File: src/rtl/pc_fetch_unit_if.sv
// Fetch-unit bundle: redirect input from the next-PC mux, instruction-memory
// req/gnt/rvalid channel and the valid/ready channel towards decode.
interface pc_fetch_unit_if;
  logic        redirect;
  logic [31:0] redirect_pc;
  logic [31:0] pc;
  logic [31:0] pc_plus4;
  logic        imem_req;
  logic [31:0] imem_addr;
  logic        imem_gnt;
  logic        imem_rvalid;
  logic [31:0] imem_rdata;
  logic        instr_valid;
  logic        instr_ready;
  logic [31:0] instr;
  logic [31:0] instr_pc;
  logic        misalign;

  modport master (
    input  redirect, redirect_pc, imem_gnt, imem_rvalid, imem_rdata, instr_ready,
    output pc, pc_plus4, imem_req, imem_addr, instr_valid, instr, instr_pc, misalign
  );

  modport slave (
    output redirect, redirect_pc, imem_gnt, imem_rvalid, imem_rdata, instr_ready,
    input  pc, pc_plus4, imem_req, imem_addr, instr_valid, instr, instr_pc, misalign
  );
endinterface

File: src/rtl/pc_fetch_unit.sv
// PC register and single-outstanding instruction fetch sequencer with redirect/squash.
// Optional PC_ALIGN_CHECK_EN: misaligned redirects trap to EXC_VECTOR and pulse misalign.
module pc_fetch_unit #(
  parameter logic [31:0] RESET_PC   = 32'h0000_0000,
  parameter logic [31:0] EXC_VECTOR = 32'h8000_0180
) (
  input  logic            clk,
  input  logic            rst_n,
  pc_fetch_unit_if.master bus
);

  typedef enum logic [2:0] {IDLE, FETCH, WAIT, VALID, SQUASH} state_t;

  state_t      state_reg, state_next;
  logic [31:0] pc_reg, pc_next;
  logic [31:0] instr_reg, instr_next;
  logic [31:0] instr_pc_reg, instr_pc_next;
  logic        misalign_reg, misalign_next;
  logic [31:0] target;
  logic        target_bad;
  logic        take_redirect;

`ifdef PC_ALIGN_CHECK_EN
  assign target_bad = (bus.redirect_pc[1:0] != 2'b00);
  assign target     = target_bad ? EXC_VECTOR : bus.redirect_pc;
`else
  logic unused_cfg;
  assign target_bad = 1'b0;
  assign target     = {bus.redirect_pc[31:2], 2'b00};
  assign unused_cfg = ^{bus.redirect_pc[1:0], EXC_VECTOR};
`endif

  // IDLE only exists for the first cycle after reset and does not accept redirects.
  assign take_redirect = bus.redirect && (state_reg != IDLE);

  always_ff @(posedge clk or negedge rst_n) begin
    if (!rst_n) begin
      state_reg    <= IDLE;
      pc_reg       <= RESET_PC;
      instr_reg    <= 32'h0;
      instr_pc_reg <= 32'h0;
      misalign_reg <= 1'b0;
    end else begin
      state_reg    <= state_next;
      pc_reg       <= pc_next;
      instr_reg    <= instr_next;
      instr_pc_reg <= instr_pc_next;
      misalign_reg <= misalign_next;
    end
  end

  always_comb begin
    state_next    = state_reg;
    pc_next       = pc_reg;
    instr_next    = instr_reg;
    instr_pc_next = instr_pc_reg;
    misalign_next = 1'b0;
    case (state_reg)
      IDLE:   state_next = FETCH;
      FETCH: begin
        if (take_redirect)     state_next = bus.imem_gnt ? SQUASH : FETCH;
        else if (bus.imem_gnt) state_next = WAIT;
      end
      WAIT: begin
        if (take_redirect) begin
          // A response arriving with the redirect is simply dropped.
          state_next = bus.imem_rvalid ? FETCH : SQUASH;
        end else if (bus.imem_rvalid) begin
          instr_next    = bus.imem_rdata;
          instr_pc_next = pc_reg;
          pc_next       = pc_reg + 32'd4;
          state_next    = VALID;
        end
      end
      VALID: begin
        if (take_redirect || bus.instr_ready) state_next = FETCH;
      end
      SQUASH: begin
        // Wait out the stale response so it is never mistaken for a new one.
        if (!take_redirect && bus.imem_rvalid) state_next = FETCH;
      end
      default: state_next = IDLE;
    endcase
    if (take_redirect) begin
      pc_next       = target;
      misalign_next = target_bad;
    end
  end

  assign bus.pc          = pc_reg;
  assign bus.pc_plus4    = pc_reg + 32'd4;
  assign bus.imem_req    = (state_reg == FETCH);
  assign bus.imem_addr   = pc_reg;
  assign bus.instr_valid = (state_reg == VALID);
  assign bus.instr       = instr_reg;
  assign bus.instr_pc    = instr_pc_reg;
  assign bus.misalign    = misalign_reg;

endmodule
File: src/flat_wrapper.sv
// flat-port wrapper written by rule: the top's interface ports become plain ports
module pc_fetch_unit_flat 
#(
  parameter logic [31:0] RESET_PC   = 32'h0000_0000,
  parameter logic [31:0] EXC_VECTOR = 32'h8000_0180
)
  (clk, rst_n, bus_redirect, bus_redirect_pc, bus_imem_gnt, bus_imem_rvalid, bus_imem_rdata, bus_instr_ready, bus_pc, bus_pc_plus4, bus_imem_req, bus_imem_addr, bus_instr_valid, bus_instr, bus_instr_pc, bus_misalign);
  pc_fetch_unit_if bus_i ();
  input  logic clk;
  input  logic rst_n;
  input wire logic [$bits(bus_i.redirect)-1:0] bus_redirect;
  input wire logic [$bits(bus_i.redirect_pc)-1:0] bus_redirect_pc;
  input wire logic [$bits(bus_i.imem_gnt)-1:0] bus_imem_gnt;
  input wire logic [$bits(bus_i.imem_rvalid)-1:0] bus_imem_rvalid;
  input wire logic [$bits(bus_i.imem_rdata)-1:0] bus_imem_rdata;
  input wire logic [$bits(bus_i.instr_ready)-1:0] bus_instr_ready;
  output wire logic [$bits(bus_i.pc)-1:0] bus_pc;
  output wire logic [$bits(bus_i.pc_plus4)-1:0] bus_pc_plus4;
  output wire logic [$bits(bus_i.imem_req)-1:0] bus_imem_req;
  output wire logic [$bits(bus_i.imem_addr)-1:0] bus_imem_addr;
  output wire logic [$bits(bus_i.instr_valid)-1:0] bus_instr_valid;
  output wire logic [$bits(bus_i.instr)-1:0] bus_instr;
  output wire logic [$bits(bus_i.instr_pc)-1:0] bus_instr_pc;
  output wire logic [$bits(bus_i.misalign)-1:0] bus_misalign;
  assign bus_i.redirect = bus_redirect;
  assign bus_i.redirect_pc = bus_redirect_pc;
  assign bus_i.imem_gnt = bus_imem_gnt;
  assign bus_i.imem_rvalid = bus_imem_rvalid;
  assign bus_i.imem_rdata = bus_imem_rdata;
  assign bus_i.instr_ready = bus_instr_ready;
  assign bus_pc = bus_i.pc;
  assign bus_pc_plus4 = bus_i.pc_plus4;
  assign bus_imem_req = bus_i.imem_req;
  assign bus_imem_addr = bus_i.imem_addr;
  assign bus_instr_valid = bus_i.instr_valid;
  assign bus_instr = bus_i.instr;
  assign bus_instr_pc = bus_i.instr_pc;
  assign bus_misalign = bus_i.misalign;
  pc_fetch_unit #(.RESET_PC(RESET_PC), .EXC_VECTOR(EXC_VECTOR)) u_core (.clk(clk), .rst_n(rst_n), .bus(bus_i));
endmodule
File: config.mk
export PLATFORM = sky130hd
export DESIGN_NAME = pc_fetch_unit_flat
export DESIGN_NICKNAME = d
export VERILOG_FILES = /design/src/rtl/pc_fetch_unit_if.sv /design/src/rtl/pc_fetch_unit.sv /design/src/flat_wrapper.sv
export SDC_FILE = /design/constraint.sdc
export NUM_CORES = 1
export LEC_CHECK = 0
export ABC_AREA = 1
export BUFFER_PORTS_ARGS = -buffer_cell sky130_fd_sc_hd__buf_2
export CAP_MARGIN = 30
export CELL_PAD_IN_SITES_DETAIL_PLACEMENT = 1
export CELL_PAD_IN_SITES_GLOBAL_PLACEMENT = 2
export CORE_MARGIN = 4
export CORE_UTILIZATION = 25
export CTS_CLUSTER_SIZE = 25
export DETAILED_ROUTE_END_ITERATION = 10
export GPL_TIMING_DRIVEN = 0
export PLACE_DENSITY_LB_ADDON = 0.1
export RECOVER_POWER = 100
export SLEW_MARGIN = 0
export SYNTH_ARGS = -nofsm -noshare
export SYNTH_HDL_FRONTEND = slang
export SYNTH_SLANG_ARGS = --single-unit
File: constraint.sdc
create_clock -name clk -period 2.8 [get_ports clk]
set_clock_uncertainty 0.2 [all_clocks]
set_input_delay 0.56 -clock clk [delete_from_list [all_inputs] [get_ports clk]]
set_output_delay 0.56 -clock clk [all_outputs]
set_load 0.01 [all_outputs]
== Yosys cells after proc, flatten, opt, wreduce, memory -nomap -nowiden ==
Cells that the tools add are included.

* Add/sub/neg operators: 1
* Order comparisons: 0
* Reductions and logical operators: 11
* Divide/modulo/power cells: 0
* Shifts and indexed selects: 0
* Bitwise logic cells: 1
* Multiply operators: 0
* Equality and inequality tests: 8
* Muxes and demuxes: 12

{| class="wikitable"
|+ Operator list
! kind !! count
|-
| $mux W32 || 3
|-
| $add A32 B3 Y32 const B || 1
|-
| $mux W3 || 8
|-
| $pmux W3 S5 || 1
|-
| $eq A3 B2 Y1 const B || 2
|-
| $ne A3 B2 Y1 const B || 2
|-
| $ne A2 B1 Y1 const B || 2
|-
| $reduce_and A4 Y1 || 1
|-
| $reduce_bool A2 Y1 || 2
|-
| $eq A3 B1 Y1 const B || 1
|-
| $eq A3 B3 Y1 const B || 1
|-
| $logic_not A3 Y1 || 1
|-
| $reduce_and A3 Y1 || 1
|-
| $reduce_bool A3 Y1 || 1
|-
| $logic_and A1 B1 Y1 || 2
|-
| $reduce_and A2 Y1 || 1
|-
| $logic_not A1 Y1 || 1
|-
| $logic_or A1 B1 Y1 || 1
|-
| $not A1 Y1 || 1
|}

* Input bits: 70
* Bits in latches: 0
* Bits in read-only memories: 0
* Memory bits (writable): 0
* Register bits: 99
* Memories: 0
* Output and inout bits: 163
* Logic and storage cells: 37

== Depth between registers and ports, before layout ==
* Depth after elaboration: 6
* Gate-level depth with buffers: 10
* Gate-level depth less buffers: 10

== Worst setup path after synthesis ==
Ideal clock, no wire load.

* Path type: flip-flop to output port
* Start: reg u_core.pc_reg[2], in the netlist u_core.bus.imem_addr[2]
* End: out bus_pc_plus4[22]
* Path slack: 0.644 ns
* Path buffers: 0
* Required time: 2.040 ns
* Arrival: 1.396 ns
* Stages on the path, launching flop included: 8
* Cells stage by stage: dfrtp_1 -> ha_1 -> nand2_1 -> nor2_1 -> nand2_1 -> nor2_4 -> nand3_1 -> and2_1

* Word-level cells in the longest chain between the ends: 1

{| class="wikitable"
|+ RTL lines
! element !! line !! RTL
|-
| start: declaration || pc_fetch_unit.sv:15 || <nowiki>logic [31:0] pc_reg, pc_next;</nowiki>
|-
| start signal: assignment || pc_fetch_unit.sv:45 || <nowiki>pc_reg <= pc_next;</nowiki>
|-
| $add A32 B3 Y32 || pc_fetch_unit.sv:91 || <nowiki>assign bus.pc_plus4 = pc_reg + 32'd4;</nowiki>
|-
| end: declaration || flat_wrapper.sv:18 || <nowiki>output wire logic [$bits(bus_i.pc_plus4)-1:0] bus_pc_plus4;</nowiki>
|}

Every way passes these cells.

== Worst setup path in the final report ==
* Start: reg u_core.pc_reg[11], in the netlist u_core.bus.imem_addr[11]
* End: out bus_pc_plus4[16]

Same word-level chain as after synthesis.

==> impl_metrics.toml <==
[outcome]
status = "finished, final reports clean"

[worst_setup_path]
rrSetupSlack_ns = 0.22
path_common_cell = "nand2_1"
worst-endpoint-required_ns = 2.04
max_stage_delay_ns = 0.48
reg2reg_to = "u_core.bus.instr_pc[27]"
cp.arrival_ns = 1.91
critPathLaunchType = "register"
r2r-start = "u_core.state_reg[0]"
cp_max_fo = 6
path_class = "reg2out"
r2r_cells = 9
slowest_stage = "dfrtp_1"
crit_path_end_kind = "primary output"
path_cells = "nand2_1 -> nor2_1 -> nand2_1 -> nor2_4 -> xor2_1 -> clkbuf_2"
critical_path.top_delay_family = "simple AND/OR/NAND/NOR gates"
crit_buf_inv = 1

[pwr]
cellPowerDensity_nw_per_um2 = 1130
p_total_mw = 7.67
vdd_drop_max_mv = 0.350
leakage_nw = 3.55

[clock_network]
holdBufCountCts = 0
clkSlewWorstSetupHoldPaths_ns = 0.07
cts_made_buffers = 9
clock_latency_ns = 0.36
cts_buffer_depth = 2
htreeDepth = 3
cts_tree = "built"
cts_sinks = 95
root_buffer = "clkbuf_16"

[floorplanning]
rows = 51
die_w_um = 151
dieHeight_um = 151
dieArea_um2 = 22700
start_util = 0.258
io_pins = 233
coreArea_um2 = 19800

[detailed_routing]
vias = 5135
dr.pass1.iters = 4
vias_per_cell = 4.32
routedWlPerCell_um = 16.3
drtIter0Drc = 134
drc = 0
routed_wl_um = 19400
postRouteAntennaNets = 0

[placement]
io_buffers = 221
routabilityCongestion = 0.777
place_area_um2 = 6590
dp_hpwl_um = 15300

[grt]
grt_pass1_wl_um = 30700
grt_max_degree = 56
grt_pass1_vias = 5636
antenna_found_initial = 0
grt.total_usage = 0.175
grt-ovfl-total = 0

[timing]
hold_viol_final = 0
slew-limit-headroom = 0.257
setup-violations-final = 0
min_period_ns = 2.67
drv_slew = 0
grt_setup_unrepaired = "no"
fin_crit_sh = 0.954
fmax_ghz = 0.374
worst_slew_pin_slew_ns = 1.11

[synthesis]
synth_area_um2 = 5090
yosysSeqAreaShare = 0.467
syn_inst = 676
yosys.area.top_type = "dfrtp_1"
synth_top_area_share = 0.467
synth-seq-cells = 95
synthDistinctLibCells = 30
yosysWarnings = 0
synth_area_leaders = "dfrtp_1, nand2_1, buf_4, inv_1, o21ai_1"
avgSynthCellArea_um2 = 7.54

[final_layout]
n_fill_cell = 2549
multi_input_area_um2 = 2100
diodes = 0
final_cell_area_um2 = 6810
register_area_um2 = 2390
fin_nets = 990
largest_register_ffs = 32
syn_to_final_growth_pct = 33.6
layout-drive-gt1-share = 0.255

[job]
max-cap-violations = 0

[worst_hold_path]
hp-class = "in2async"
[worst max-delay path by stage]
stage / start / end / slack, ns / cells past startpoint
2_1_floorplan: u_core.bus.imem_addr[2] / bus_pc_plus4[22] / 0.64 / 7
3_5_place_dp: u_core.bus.imem_addr[2] / bus_pc_plus4[22] / 0.24 / 8
4_1_cts: u_core.bus.imem_addr[12] / bus_pc_plus4[16] / 0.05 / 6
3_3_place_gp: rst_n / u_core.bus.instr[4] / -0.18 / 1
6_report: u_core.bus.imem_addr[11] / bus_pc_plus4[16] / 0.13 / 6
5_1_grt: u_core.bus.imem_addr[10] / bus_pc_plus4[21] / 0.005 / 8
[cells by family after synthesis]
group                    after synthesis  synth area share
AND/OR/NAND/NOR                      375             0.302
flip-flops                            95             0.467
buffers and inverters                127             0.135
other                                  1          0.000736
XOR/XNOR                              15            0.0273
adder cells (fa/ha/maj)                1           0.00246
AO/OA/AOI/OAI                         62            0.0661
[cell usage after synthesis]
cell and number:
xor2_1 14, o21bai_2 1, buf_6 5, a22oi_1 1, inv_4 1, nand2_2 3, and2_1 3, inv_1 66
o21ai_0 25, o21ai_1 27, nor2_2 4, nor2_8 1, nor2_4 6, dfrtp_1 95, nand2_4 1, nand3b_1 1
nand4_1 1, buf_4 41, inv_2 1, o211ai_1 6, nor2_1 33, xor2_2 1, a21oi_1 1, nand2_1 297
ha_1 1, conb_1 1, buf_2 13, nand3_1 24, o21a_1 1, nor3_1 1
[placed cells by master (no fill, tap or decap), types with 8 or more instances in the layout]
cell       count
clkbuf_4      31
clkbuf_2      13
nand2_1      295
nor2_4         8
nor2_1        31
inv_1         67
clkbuf_16      9
xor2_1        11
clkbuf_1      96
buf_2        127
conb_1         9
nand3_1       24
o21ai_0       30
buf_4         14
o21ai_1       22
dfrtp_1       88
[layout make-up]
type	instances	area share
sequential	95	0.350
multi-input combinational	462	0.309
timing repair buffer	224	0.149
buffer	59	0.0603
tap	265	0.0487
inverter	68	0.0375
clock buffer	9	0.0331
clock inverter	7	0.0127
[metrics by stage]
stage	cells	util	setup TNS [ns]	setup WS (ns)	hold slack, ns
floorplan	684	-	0	0.644	0.0644
global placement	1170	0.332	-16.19	-0.183	0.252
detailed placement	1171	0.333	0	0.241	0.258
CTS	1189	0.351	0	0.0531	0.0231
global route	1189	0.344	0	0.00482	0.191
finish	1189	0.344	0	0.128	0.196
[metal layers]
| layer | up-vias | share of wire | GRT usage |
|---|---|---|---|
| met5 | - | 0 | 0 |
| met4 | 0 | 0.016 | 0.0512 |
| met3 | 21 | 0.060 | 0.0400 |
| met2 | 139 | 0.50 | 0.305 |
| met1 | 2480 | 0.43 | 0.216 |
| li1 | 2495 | - | - |
[report_power, final]
group          switching (mW)  internal, mW  total, mW
registers               0.647          2.01       2.65
logic                    2.27          1.41       3.67
clock network           0.627         0.713       1.34
total                    3.54          4.13       7.67
[repair_timing]
item,4_1_cts,5_1_grt
pin swaps,1,3
setup buffers,2,0
gates resized for setup,8,11
endpoints found under the setup margin,10,13
Note: power is estimated with default switching activity, not from simulation.
